[src/rtl/seven_seg_scan_ctrl.sv]
// Scan controller for a common-anode multi-digit 7-segment display.
// Drives one shared decoder nibble, the anodes and the decimal point, and double-buffers loads.
module seven_seg_scan_ctrl #(
    parameter int NUM_DIGITS   = 4,
    parameter int CLK_DIV      = 50000,
    parameter int BLANK_CYCLES = 16
) (
    input  logic                    clk,
    input  logic                    rst,
    input  logic [4*NUM_DIGITS-1:0] value_in,
    input  logic [NUM_DIGITS-1:0]   dp_in,
    input  logic                    load_valid,
    output logic                    load_ready,
    input  logic                    lz_blank_en,
    output logic [3:0]              nibble_out,
    output logic [NUM_DIGITS-1:0]   digit_en_n,
    output logic                    dp_out_n,
    output logic                    frame_done
);

    localparam int CW = (CLK_DIV > 1) ? $clog2(CLK_DIV) : 1;
    localparam int IW = (NUM_DIGITS > 1) ? $clog2(NUM_DIGITS) : 1;
    localparam logic [CW-1:0] CNT_LAST = CW'(CLK_DIV - 1);
    localparam logic [CW-1:0] CNT_SHOW = CW'(BLANK_CYCLES);
    localparam logic [IW-1:0] IDX_LAST = IW'(NUM_DIGITS - 1);

    if (NUM_DIGITS < 2 || NUM_DIGITS > 8) begin : g_bad_digits
        $error("seven_seg_scan_ctrl: NUM_DIGITS must be 2..8");
    end
    if (BLANK_CYCLES < 1 || BLANK_CYCLES >= CLK_DIV) begin : g_bad_blank
        $error("seven_seg_scan_ctrl: need 1 <= BLANK_CYCLES < CLK_DIV");
    end

    logic [CW-1:0]           cnt;
    logic [IW-1:0]           idx;
    logic [4*NUM_DIGITS-1:0] shadow_val;
    logic [NUM_DIGITS-1:0]   shadow_dp;
    logic [4*NUM_DIGITS-1:0] pend_val;
    logic [NUM_DIGITS-1:0]   pend_dp;
    logic                    pend_full;

    logic                    slot_end;
    logic                    frame_end;
    logic                    commit;
    logic                    accept;
    logic [CW-1:0]           cnt_nxt;
    logic [IW-1:0]           idx_nxt;
    logic [4*NUM_DIGITS-1:0] shadow_val_nxt;
    logic [NUM_DIGITS-1:0]   shadow_dp_nxt;

    logic [3:0]              nib_nxt;
    logic                    dp_bit;
    logic                    upper_zero;
    logic                    suppress;
    logic                    show;
    logic [NUM_DIGITS-1:0]   en_nxt;
    logic                    dp_nxt;
    logic                    fd_nxt;

    assign load_ready = ~pend_full;

    // Slot/digit position of the next cycle and the buffer transfer decisions.
    always_comb begin
        slot_end  = (cnt == CNT_LAST);
        frame_end = slot_end && (idx == IDX_LAST);
        cnt_nxt   = slot_end ? '0 : cnt + CW'(1);
        idx_nxt   = idx;
        if (slot_end) begin
            idx_nxt = (idx == IDX_LAST) ? '0 : idx + IW'(1);
        end
        commit         = frame_end && pend_full;
        accept         = load_valid && !pend_full;
        shadow_val_nxt = commit ? pend_val : shadow_val;
        shadow_dp_nxt  = commit ? pend_dp : shadow_dp;
    end

    // Output values for the next cycle, so registered outputs line up with cnt.
    always_comb begin
        nib_nxt    = '0;
        dp_bit     = 1'b0;
        upper_zero = 1'b1;
        for (int i = 0; i < NUM_DIGITS; i++) begin
            if (idx_nxt == IW'(i)) begin
                nib_nxt = shadow_val_nxt[4*i +: 4];
                dp_bit  = shadow_dp_nxt[i];
            end
            if (IW'(i) >= idx_nxt && shadow_val_nxt[4*i +: 4] != 4'h0) begin
                upper_zero = 1'b0;
            end
        end
        suppress = lz_blank_en && (idx_nxt != '0) && upper_zero;
        show     = (cnt_nxt >= CNT_SHOW) && !suppress;
        en_nxt   = '1;
        for (int i = 0; i < NUM_DIGITS; i++) begin
            if (show && idx_nxt == IW'(i)) begin
                en_nxt[i] = 1'b0;
            end
        end
        dp_nxt = show ? ~dp_bit : 1'b1;
        fd_nxt = (idx_nxt == IDX_LAST) && (cnt_nxt == CNT_LAST);
    end

    // Counters, buffers and registered outputs.
    always_ff @(posedge clk) begin
        if (rst) begin
            cnt        <= '0;
            idx        <= '0;
            shadow_val <= '0;
            shadow_dp  <= '0;
            pend_val   <= '0;
            pend_dp    <= '0;
            pend_full  <= 1'b0;
            nibble_out <= '0;
            digit_en_n <= '1;
            dp_out_n   <= 1'b1;
            frame_done <= 1'b0;
        end else begin
            cnt        <= cnt_nxt;
            idx        <= idx_nxt;
            shadow_val <= shadow_val_nxt;
            shadow_dp  <= shadow_dp_nxt;
            if (commit) begin
                pend_full <= 1'b0;
            end else if (accept) begin
                pend_val  <= value_in;
                pend_dp   <= dp_in;
                pend_full <= 1'b1;
            end
            nibble_out <= nib_nxt;
            digit_en_n <= en_nxt;
            dp_out_n   <= dp_nxt;
            frame_done <= fd_nxt;
        end
    end

endmodule

[config.mk]
export PLATFORM = sky130hd
export DESIGN_NAME = seven_seg_scan_ctrl
export DESIGN_NICKNAME = d
export VERILOG_FILES = /design/src/rtl/seven_seg_scan_ctrl.sv
export SDC_FILE = /design/constraint.sdc
export NUM_CORES = 1
export LEC_CHECK = 0
export CAP_MARGIN = 20
export CORE_MARGIN = 8
export CORE_UTILIZATION = 32
export DETAILED_ROUTE_END_ITERATION = 10
export GPL_TIMING_DRIVEN = 0
export PLACE_DENSITY = 0.55
export REMOVE_ABC_BUFFERS = 1
export SKIP_LAST_GASP = 1
export SLEW_MARGIN = 5
export SYNTH_ARGS = -nofsm -noshare
export SYNTH_HDL_FRONTEND = slang
export SYNTH_SLANG_ARGS = --single-unit
[constraint.sdc]
create_clock -name clk -period 5.5 [get_ports clk]
set_clock_uncertainty 0.15 [all_clocks]
set_input_delay 1.1 -clock clk [delete_from_list [all_inputs] [get_ports clk]]
set_output_delay 1.1 -clock clk [all_outputs]
set_load 0.1 [all_outputs]
==> impl_metrics.csv <==
group,metric,value,unit
run_status,status,"complete, no violations",
yosys,yosysTopAreaCell,"dfxtp_1",
worst_setup_path,cp_max_fo,14,
run,cap_violations,0,
final_layout,finalNetCount,444,
routing,drtIter0Drc,161,
global_route,grt_pass1_vias,2629,
worst_setup_path,crit_type,"reg2reg",
global_route,grt_usage,11.6,%
yosys,syn_avg_cell_area,8.07,sq um
clock_tree,cts_max_path_buffers,2,
worst_setup_path,cp_common_cell,"mux2i_1",
power,leakage,1.38,nW
yosys,synth_area_leaders,"dfxtp_1, nand2_1, a21oi_1",
yosys,ys_seq_elements,69,
sta,period_share,58.0,%
routing,firstDrtPassIters,5,
yosys,async_reset_ff_share,0,%
yosys,yosysWarnings,0,
final_layout,final_core_util,39.2,%
global_route,overflow,0,
worst_setup_path,cp-start-kind,"register",
clock_tree,cts_resized,0,
routing,wl_per_cell,13.0,um
clock_tree,cts_hold_buf,0,
die,rows,36,
yosys,dominantRegCellSynth,"dfxtp_1",
routing,viasPerCell,4.84,
yosys,synth_commonest_cells,"nand2_1, dfxtp_1, a21oi_1",
yosys,synth-seq-area-share,44.0,%
placed_design,io_buffers,34,
die,io_pins,35,
clock_tree,post-cts-setup-buffers,0,
yosys,syn-cell-area,3140,sq um
die,die_area,13200,sq um
yosys,yosysMostFrequentCell,"nand2_1",
final_layout,drive_above_1_share,7.36,%
clock_tree,cts_buffers,9,
sta,finalSetupViolations,0,
global_route,antenna_found_initial,0,
worst_setup_path,cp_slowest_cell,"or4b_4",
yosys,postSynthCellCount,389,
sta,setup_tns,0,ns
sta,timing.final.crit_period,3.19,ns
placed_design,gp_congestion,0.800,
sta,worst_slew_pin_slew,0.995,ns
final_layout,antenna_cells,0,
clock_tree,clk_pin_slew,0.07,ns
worst_setup_path,end_kind,"register",
yosys,synth-edff-count,0,
worst_setup_path,critPathMaxStageDelay,0.59,ns
die,core_area,9640,sq um
power,powerDensity,264,nW/um^2
worst_setup_path,required,5.60,ns
die,initial_utilization,32.6,%
final_layout,syn2layout_area_growth,20.4,%
yosys,ys_types,49,
clock_tree,root_buffer,"clkbuf_8",
sta,report.final.slew_viol_count,0,
routing,ant_nets,0,
worst_setup_path,cpLargestDelayFamily,"simple AND/OR/NAND/NOR gates",
clock_tree,worstSkewPairLatency,0.35,ns
sta,grt_setup_unrepaired,"false",
die,die_width,115,um
clock_tree,cts_htree_levels,3,
global_route,grt_max_degree,44,
power,irDropWorstVdd,165,uV
die,dieHeight,115,um
worst_hold_path,hold_path.class,"reg2reg",
clock_tree,cts_tree,"yes",
sta,finalHoldViolations,0,
routing,routed_wl,7200,um
sta,max-slew-margin-rel,33.5,%
worst_setup_path,cp.arrival,3.29,ns
worst_setup_path,worst-path-buf-inv,0,
global_route,grt_pass1_wl,12300,um
yosys,netlist.area_leader.share,44.0,%
routing,num_vias,2679,
clock_tree,clock_sinks,69,
worst_setup_path,crit_path_cell_trace,"ha_1 > nand3_1 > or4b_4 > nor2_4 > a21o_1 > mux2i_1 > mux2i_1 > o21a_1",
placed_design,dp_hpwl,5120,um
sta,max_freq,313,MHz
routing,drc,0,
kinds of logic (layout without fill, tap and decap cells):
kind of cell,Yosys count,in the layout,share of synthesized area (%)
XOR/XNOR,13,13,3.63
AND/OR/NAND/NOR,193,193,29.0
AO/OA/AOI/OAI,69,69,12.8
adder cells (fa/ha/maj),4,4,1.59
buffers and inverters,26,58,4.11
multiplexers,15,15,4.86
flip-flops,69,69,44.0
cell usage in the layout, fill, tap and decap left out, types with 5 or more instances in the layout:
master           instances
nand2_1                104
nand3_1                 13
a21oi_1                 44
clkdlybuf4s50_1         33
xor2_1                   5
nand4_1                  5
nor2_1                  29
nor3_1                  11
mux2i_1                 13
xnor2_1                  8
clkbuf_8                11
dfxtp_1                 69
routing by layer:
| metal | up-vias | GRT usage (%) | wire length, um |
|---|---|---|---|
| met4 | 0 | 4.03 | 102 |
| met5 | - | 0 | 0 |
| met1 | 1252 | 13.4 | 3370 |
| met2 | 40 | 19.3 | 3460 |
| met3 | 10 | 4.41 | 271 |
| li1 | 1377 | - | - |
registers in the layout, summed over array words and instances, names as in the netlist:
register    count
cnt            16
pend_val       16
shadow_val     16
digit_en_n      4
nibble_out      4
pend_dp         4
shadow_dp       4
idx             2
dp_out_n        1
frame_done      1
pend_full       1
report_power, final:
part | internal (mW) | total, mW | switching [mW]
Sequential | 0.510 | 0.520 | 0.0101
Combinational | 0.0278 | 0.0576 | 0.0298
Clock | 0.235 | 0.419 | 0.184
final cells by class:
type                    count  area, sq um
clock buffers              13          159
clock inverters             3         43.8
repair buffers             38          385
multi-input cells         294         1630
flip-flops and latches     69         1380
well taps                 133          166
fillers                  1014         5860
inverters                   4         15.0
per-stage QoR:
stage               std cells  area [sq um]  hold WS (ns)  power, mW  setup slack (ns)
finish                    554          3780         0.308      0.997              2.31
CTS                       552          3760         0.308       1.01              1.86
floorplan                 367          3020         0.275      0.556              2.62
global placement          534          3530         0.293      0.588              1.18
detailed placement        536          3550         0.298      0.590              1.90
global route              554          3780         0.314       1.04              2.06
worst reg2reg max path, delay by kind of cell (launching register included):
family / cells / cell delay, ns
muxes: 2 / 0.46
AOI/OAI and AO/OA: 2 / 0.68
DFF: 1 / 0.47
and+or+nand+nor: 3 / 0.99
adders and majority gates: 1 / 0.36
final timing paths:
check / cells after the start / slack, ns / endpoint / startpoint
worst max-delay path: 8 / 2.31 / nibble_out[2] / cnt[0]
worst min-delay path: 2 / 0.31 / shadow_dp[1] / pend_dp[1]
worst max register to register: 8 / 2.31 / nibble_out[2] / cnt[0]
worst min register to register: 2 / 0.31 / shadow_dp[1] / pend_dp[1]
No activity file was read; power rests on OpenSTA's default activity.
